<file path="src/rtl/game_status_ctrl.sv">
// Game-flow scene sequencer: drives the status bus that every sprite module and the color mapper decode.
// prev_key follows keycode even while Reset is held, so a key held across reset does not count as a fresh press.
//
// state    | meaning
// TITLE    | title screen, Enter starts the intro
// INTRO    | intro text, Enter or timeout moves to map 1
// MAP1     | first map, exit tile starts the battle, Esc aborts
// BATTLE   | battle scene, hp_zero loses, battle_won opens map 2
// MAP2     | second map, exit tile wins, Esc aborts
// GAMEOVER | loss screen, Enter accepted only after a minimum display time
// WIN      | victory screen, Enter returns to title
module game_status_ctrl #(
  parameter logic [7:0] INTRO_FRAMES        = 8'd120,
  parameter logic [7:0] GAMEOVER_MIN_FRAMES = 8'd60,
  parameter logic [7:0] KEY_ENTER           = 8'h28,
  parameter logic [7:0] KEY_ESC             = 8'h29
) (
  input  logic       Clk,
  input  logic       Reset,
  input  logic       frame_clk,
  input  logic [7:0] keycode,
  input  logic       exit_reached,
  input  logic       battle_won,
  input  logic       hp_zero,
  output logic [3:0] status,
  output logic       status_entry,
  output logic [7:0] frame_cnt
);

  typedef enum logic [3:0] {
    TITLE    = 4'd0,
    INTRO    = 4'd1,
    MAP1     = 4'd2,
    BATTLE   = 4'd3,
    MAP2     = 4'd4,
    GAMEOVER = 4'd5,
    WIN      = 4'd6
  } scene_e;

  logic [3:0] state;
  logic [7:0] prev_key;
  logic       fsync1, fsync2, fsync3;
  logic       frame_tick, enter_edge, esc_edge;

  assign frame_tick = fsync2 & ~fsync3;
  assign enter_edge = (keycode == KEY_ENTER) && (prev_key != KEY_ENTER);
  assign esc_edge   = (keycode == KEY_ESC) && (prev_key != KEY_ESC);
  assign status     = state;

  always_ff @(posedge Clk) begin
    prev_key <= keycode;
  end

  always_ff @(posedge Clk) begin
    if (Reset) begin
      fsync1 <= 1'b0;
      fsync2 <= 1'b0;
      fsync3 <= 1'b0;
    end else begin
      fsync1 <= frame_clk;
      fsync2 <= fsync1;
      fsync3 <= fsync2;
    end
  end

  // Later assignments in the case override the frame counter update, so a tick on a transition is dropped.
  always_ff @(posedge Clk) begin
    if (Reset) begin
      state        <= TITLE;
      status_entry <= 1'b0;
      frame_cnt    <= 8'd0;
    end else begin
      status_entry <= 1'b0;
      if (frame_tick && (frame_cnt != 8'hFF)) frame_cnt <= frame_cnt + 8'd1;
      case (state)
        TITLE: begin
          if (enter_edge) begin
            state <= INTRO; status_entry <= 1'b1; frame_cnt <= 8'd0;
          end
        end
        INTRO: begin
          if (enter_edge || (frame_cnt == INTRO_FRAMES)) begin
            state <= MAP1; status_entry <= 1'b1; frame_cnt <= 8'd0;
          end
        end
        MAP1: begin
          if (exit_reached) begin
            state <= BATTLE; status_entry <= 1'b1; frame_cnt <= 8'd0;
          end else if (esc_edge) begin
            state <= TITLE; status_entry <= 1'b1; frame_cnt <= 8'd0;
          end
        end
        BATTLE: begin
          if (hp_zero) begin
            state <= GAMEOVER; status_entry <= 1'b1; frame_cnt <= 8'd0;
          end else if (battle_won) begin
            state <= MAP2; status_entry <= 1'b1; frame_cnt <= 8'd0;
          end
        end
        MAP2: begin
          if (exit_reached) begin
            state <= WIN; status_entry <= 1'b1; frame_cnt <= 8'd0;
          end else if (esc_edge) begin
            state <= TITLE; status_entry <= 1'b1; frame_cnt <= 8'd0;
          end
        end
        GAMEOVER: begin
          if (enter_edge && (frame_cnt >= GAMEOVER_MIN_FRAMES)) begin
            state <= TITLE; status_entry <= 1'b1; frame_cnt <= 8'd0;
          end
        end
        WIN: begin
          if (enter_edge) begin
            state <= TITLE; status_entry <= 1'b1; frame_cnt <= 8'd0;
          end
        end
        default: begin
          state <= TITLE; status_entry <= 1'b1; frame_cnt <= 8'd0;
        end
      endcase
    end
  end

endmodule
</file>
<file path="config.mk">
export PLATFORM = sky130hd
export DESIGN_NAME = game_status_ctrl
export DESIGN_NICKNAME = d
export VERILOG_FILES = /design/src/rtl/game_status_ctrl.sv
export SDC_FILE = /design/constraint.sdc
export NUM_CORES = 1
export LEC_CHECK = 0
export ABC_AREA = 0
export CELL_PAD_IN_SITES_DETAIL_PLACEMENT = 1
export CELL_PAD_IN_SITES_GLOBAL_PLACEMENT = 2
export CORE_MARGIN = 2
export CORE_UTILIZATION = 29
export DETAILED_ROUTE_END_ITERATION = 6
export PLACE_DENSITY_LB_ADDON = 0.1
export SYNTH_ARGS = -nofsm -noshare
export SYNTH_HDL_FRONTEND = slang
export SYNTH_SLANG_ARGS = --single-unit
</file>
<file path="constraint.sdc">
create_clock -name Clk -period 2.25 [get_ports Clk]
set_input_delay 0.45 -clock Clk [delete_from_list [all_inputs] [get_ports Clk]]
set_output_delay 0.45 -clock Clk [all_outputs]
set_load 0.02 [all_outputs]
</file>
Word level (Yosys, flattened, before mapping)
Cells that the tools add are included.
{"block": "totals", "ff_bits": 24}
{"block": "classes", "n_mux": 27, "n_eq_ne": 17, "addsub": 1, "n_reduce_logical": 9, "n_bitwise": 2, "order_cmp": 1}
{"cell": "$mux W8", "count": 8}
{"cell": "$pmux W8 S5", "count": 1}
{"cell": "$mux W4", "count": 9}
{"cell": "$pmux W4 S7", "count": 1}
{"cell": "$eq A8 B6 Y1 const B", "count": 2}
{"cell": "$ne A8 B6 Y1 const B", "count": 2}
{"cell": "$eq A4 B3 Y1 const B", "count": 3}
{"cell": "$add A8 B1 Y8 const B", "count": 1}
{"cell": "$eq A4 B2 Y1 const B", "count": 2}
{"cell": "$eq A8 B7 Y1 const B", "count": 1}
{"cell": "$ge A8 B6 Y1 const B", "count": 1}
{"cell": "$ne A2 B2 Y1 const B", "count": 4}
{"cell": "$ne A8 B8 Y1 const B", "count": 1}
{"cell": "$mux W1", "count": 7}
{"cell": "$pmux W1 S5", "count": 1}
{"cell": "$reduce_and A5 Y1", "count": 1}
{"cell": "$eq A4 B1 Y1 const B", "count": 1}
{"cell": "$logic_and A1 B1 Y1", "count": 4}
{"cell": "$logic_not A4 Y1", "count": 1}
{"cell": "$reduce_or A2 Y1", "count": 2}
{"cell": "$ne A3 B3 Y1 const B", "count": 1}
{"cell": "$and A1 B1 Y1", "count": 1}
{"cell": "$logic_or A1 B1 Y1", "count": 1}
{"cell": "$not A1 Y1", "count": 1}

Logic depth before layout (Yosys ltp)
{"block": "logic_depth", "word_depth": 7, "depth_mapped": 7}

Least setup slack after synthesis
No wires, ideal clock.
{"block": "synth_path", "path_kind": "input to register", "startpoint": "input port keycode[4]", "endpoint": "register status_entry", "slack_ns": 0.182, "arrival_time_ns": 1.988, "stages": 5, "n_path_buf": 0, "setup_ns": 0.081, "path_cell_list": "or4b_1 nor4b_2 a21oi_2 or2_2 a41oi_1"}
{"block": "synth_via", "elab_chain_cells": 5}
{"element": "from (decl)", "line_no": "21", "text": "input logic [7:0] keycode,"}
{"element": "$eq A8 B6 Y1 (on tied branches)", "line_no": "47, 46"}
{"element": "$logic_and A1 B1 Y1 (on tied branches)", "line_no": "47, 46"}
{"element": "$mux W1, or another cell as far along", "line_no": "89, 103"}
{"element": "$mux W1 (on tied branches)", "line_no": "87, 108, 82"}
{"element": "$pmux W1 S5 (*)", "line_no": "75", "text": "case (state)"}
{"element": "to (signal assigned)", "line_no": "88", "text": "state <= BATTLE; status_entry <= 1'b1; frame_cnt <= 8'd0;"}
{"element": "to (signal assigned)", "line_no": "90", "text": "state <= TITLE; status_entry <= 1'b1; frame_cnt <= 8'd0;"}
{"element": "to (signal assigned)", "line_no": "104", "text": "state <= TITLE; status_entry <= 1'b1; frame_cnt <= 8'd0;"}
{"element": "to (decl)", "line_no": "26", "text": "output logic status_entry,"}
Every way passes the cells marked *; elsewhere a longest branch is shown, timed or not.
A chain may end at the register's enable or synchronous reset.

Final worst setup path
{"block": "layout_path", "startpoint": "input port keycode[4]", "endpoint": "register state[0], in the netlist status[0]"}
{"block": "layout_via", "elab_chain_cells": 5}
{"element": "$eq A8 B6 Y1 (on tied branches)", "line_no": "47, 46"}
{"element": "$logic_and A1 B1 Y1 (on tied branches)", "line_no": "47, 46"}
{"element": "$mux W4, or another cell as far along (2 in series)"}
{"element": "$pmux W4 S7 or $reduce_and A5 Y1 (tied branches)"}
{"element": "to (signal assigned)", "line_no": "69", "text": "state <= TITLE;"}
{"element": "to (signal assigned)", "line_no": "78", "text": "state <= INTRO; status_entry <= 1'b1; frame_cnt <= 8'd0;"}
{"element": "to (signal assigned)", "line_no": "83", "text": "state <= MAP1; status_entry <= 1'b1; frame_cnt <= 8'd0;"}
{"element": "to (decl)", "line_no": "40", "text": "logic [3:0] state;"}
Several ways; a longest one is shown, not always the timed one.

==> impl_results.md <==
- CP max FO: 5
- H-tree Lvls: 1
- #FFs+latches synth: 24
- Via count: 1031
- Sequential share of the synthesized area: 41.2%
- Clk Latency, worst-skew pair: 0.27 ns
- Minimum clock period: 2.18 ns
- FMAX: 460 MHz
- Area of the mapped netlist: 1170 µm²
- Slowest cell on crit path: or4b_4
- Final period util: 96.7%
- Final nets: 175
- Slew HR: 54.0%
- Post-synthesis average cell area: 9.57 µm²
- Leak Pwr: 0.579 nW
- Clk sink count: 24
- Number of routed nets with antenna violations: 0
- Gr usage total: 14.3%
- Mapped Cells: 122
- DP Worst Slack: -0.330 ns
- CTS Root Cell: clkbuf_8
- Bufs and invs on worst path: 2
- Yosys warns: 0
- Fin. max-slew vios: 0
- IO Count: 27
- Largest net degree at the start of global routing: 15
- Max Cap Viol: 0
- Min-delay worst type: reg2reg
- Cell Chain, Critical Path: clkdlybuf4s50_1 -> or4b_4 -> nor4_4 -> buf_4 -> a32oi_4 -> o41ai_2
- Final instance area: 1650 µm²
- Post-DP HPWL: 2.35 mm
- Number of global-route vias before repair: 1056
- Outcome: complete, no violations
- Max Clock Skew: 0.00706 ns
- Cell Pwr Density: 572 nW/µm²
- Initial antenna violation count: 0
- Inserted Clock Buffers: 3
- Die Area: 4550 µm²
- Crit path DAT: 2.35 ns
- Die H: 67.4 µm
- Core Area: 3940 µm²
- CTS tree: yes
- Setup Viol. Count Final: 0
- Worst EP required: 2.42 ns
- FILL cells: 445
- Multi-input gate area: 692 µm²
- Net count after synthesis: 138
- Total grt overflow: 0
- # port buffers: 26
- Area grow syn2layout: 41.3%
- CP Launch Type: primary input
- Total DRC errors in the routed layout: 0
- Placer Congestion: 0.697
- Reg area: 480 µm²
- Die W: 67.4 µm
- Placed cell area: 1550 µm²
- Library cells used by synthesis: 42
- Routed vias/inst: 4.96
- Clock-pin slew on the worst setup and hold paths: 0.08 ns
- Total detailed-routing wirelength: 2.96 mm
- Clk buf depth: 2
- RSZ-0062 raised after global routing: true
- Wire per inst: 14.2 µm
- Final-report hold violation count: 0
- Initial drt markers: 63
- Peak supply drop: 372 µV
- Diodes inserted: 0
- First-pass GRT wire length: 4.91 mm
- Initial core utilization: 29.6%
- CP top delay family: simple AND/OR/NAND/NOR gates
- Worst path max stage delay: 0.58 ns
- CP Class: in2reg
- Layout cell share with drive strength beyond 1: 17.7%
- CP endpoint kind: flop
- Site Rows: 23
- Worst Slack Setup Final: 0.0741 ns
- DR pass1 iterations: 4
- Slew @ Worst Pin: 0.681 ns
[layout by cell type, fill, tap and decap left out, drive strengths merged, types with 4 or more instances in the layout]
cell type,netlist,routed
clkdlybuf4s50,0,26
dfxtp,24,24
nor2,17,17
buf,0,9
a21oi,8,8
nand3,5,5
inv,4,4
nor2b,4,4
nand2b,4,4
nand2,4,4
xor2,4,4
[worst register-to-register path, stage by stage, from the launching register on]
cell	delay, ns
dfxtp_1	0.31
or4b_4	0.54
or4_4	0.55
o211ai_1	0.20
o2111ai_4	0.26
a311oi_2	0.23
[per-layer routing]
metal / wire (µm) / global-route usage, %
met5: 0 / 0
met4: 21 / 4.59
met3: 97 / 2.67
met2: 1490 / 24.3
met1: 1350 / 18.3
[sequential cells by signal (all words and copies together), names as in the netlist]
signal        flops
fsync3            1
fsync1            1
prev_key          8
status_entry      1
status            4
frame_cnt         8
fsync2            1
[report_power, final]
group / internal (mW) / leakage [nW] / total (mW) / switching, mW
registers: 0.439 / 0.198 / 0.448 / 0.00891
clock network: 0.238 / 0.0357 / 0.386 / 0.147
logic: 0.0589 / 0.346 / 0.110 / 0.0510
total: 0.736 / 0.579 / 0.944 / 0.207
[logic make-up after synthesis]
group,share of synthesized area [%]
other,0.321
AOI/OAI and AO/OA,19.3
adders and majority gates,2.14
DFF,41.2
xor gates and xnor gates,5.25
buffers and inverters,2.25
and+or+nand+nor,29.6
[synthesized netlist by cell type (all sizes together)]
| master | count | area share [%] |
|---|---|---|
| dfxtp | 24 | 41 |
| nor2 | 17 | 5.5 |
| a21oi | 8 | 3.8 |
| nand3 | 5 | 2.1 |
| inv | 4 | 1.3 |
| nand2 | 4 | 1.3 |
| nand2b | 4 | 2.1 |
| nor2b | 4 | 2.1 |
| xor2 | 4 | 3.0 |
| a31oi | 3 | 2.9 |
| clkbuf | 3 | 0.96 |
| nand4 | 3 | 1.6 |
| nor3 | 3 | 1.3 |
| nor4b | 3 | 2.8 |
| or4b | 3 | 3.2 |
| xnor2 | 3 | 2.3 |
| a211oi | 2 | 1.3 |
| ha | 2 | 2.1 |
| o21ai | 2 | 0.86 |
| o21bai | 2 | 1.3 |
| or3b | 2 | 1.5 |
| a21boi | 1 | 0.64 |
| a311o | 1 | 0.86 |
| a311oi | 1 | 1.3 |
| a32oi | 1 | 1.4 |
| a41oi | 1 | 0.75 |
| and3 | 1 | 0.54 |
| and4 | 1 | 0.75 |
| conb | 1 | 0.32 |
| nor4 | 1 | 1.8 |
| nor4bb | 1 | 0.86 |
| o2111ai | 1 | 2.3 |
| o211ai | 1 | 0.64 |
| o31ai | 1 | 0.64 |
| o41ai | 1 | 0.75 |
| or2 | 1 | 0.54 |
| or3 | 1 | 0.54 |
| or4 | 1 | 0.96 |
[final cells by class]
cell class / instances / area share (%)
Tap cell: 50 / 3.79
Clock buffer: 3 / 2.50
Sequential cell: 24 / 29.1
Timing Repair Buffer: 35 / 19.9
Inverter: 4 / 0.910
Multi-Input combinational cell: 91 / 42.0
Clock inverter: 1 / 1.82
[timing repair]
action,CTS,global route
setup endpoints to repair,2,3
cloned,0,0
buffers inserted,0,0
pin swaps,0,3
resized for setup,4,1
hold buffers,0,0
[path summary, 6_finish.rpt]
check,cells past startpoint,start,slack [ns],end
max reg2reg,5,prev_key[4],0.09,frame_cnt[7]
min,1,fsync1,0.46,fsync2
max,6,keycode[4],0.07,status[0]
min reg2reg,1,fsync1,0.46,fsync2
[per-stage QoR]
stage | utilization [%] | total power [mW] | instances | setup TNS, ns | hold slack (ns)
2_1_floorplan | - | 0.504 | 122 | 0 | 0.414
3_3_place_gp | 39.2 | 0.560 | 204 | -2.97 | 0.430
3_5_place_dp | 39.2 | 0.563 | 204 | -3.29 | 0.447
4_1_cts | 41.5 | 0.958 | 208 | 0 | 0.466
5_1_grt | 41.8 | 0.981 | 208 | -0.0342 | 0.470
6_report | 41.8 | 0.944 | 208 | 0 | 0.458
Power figures use the tool's default switching activity.
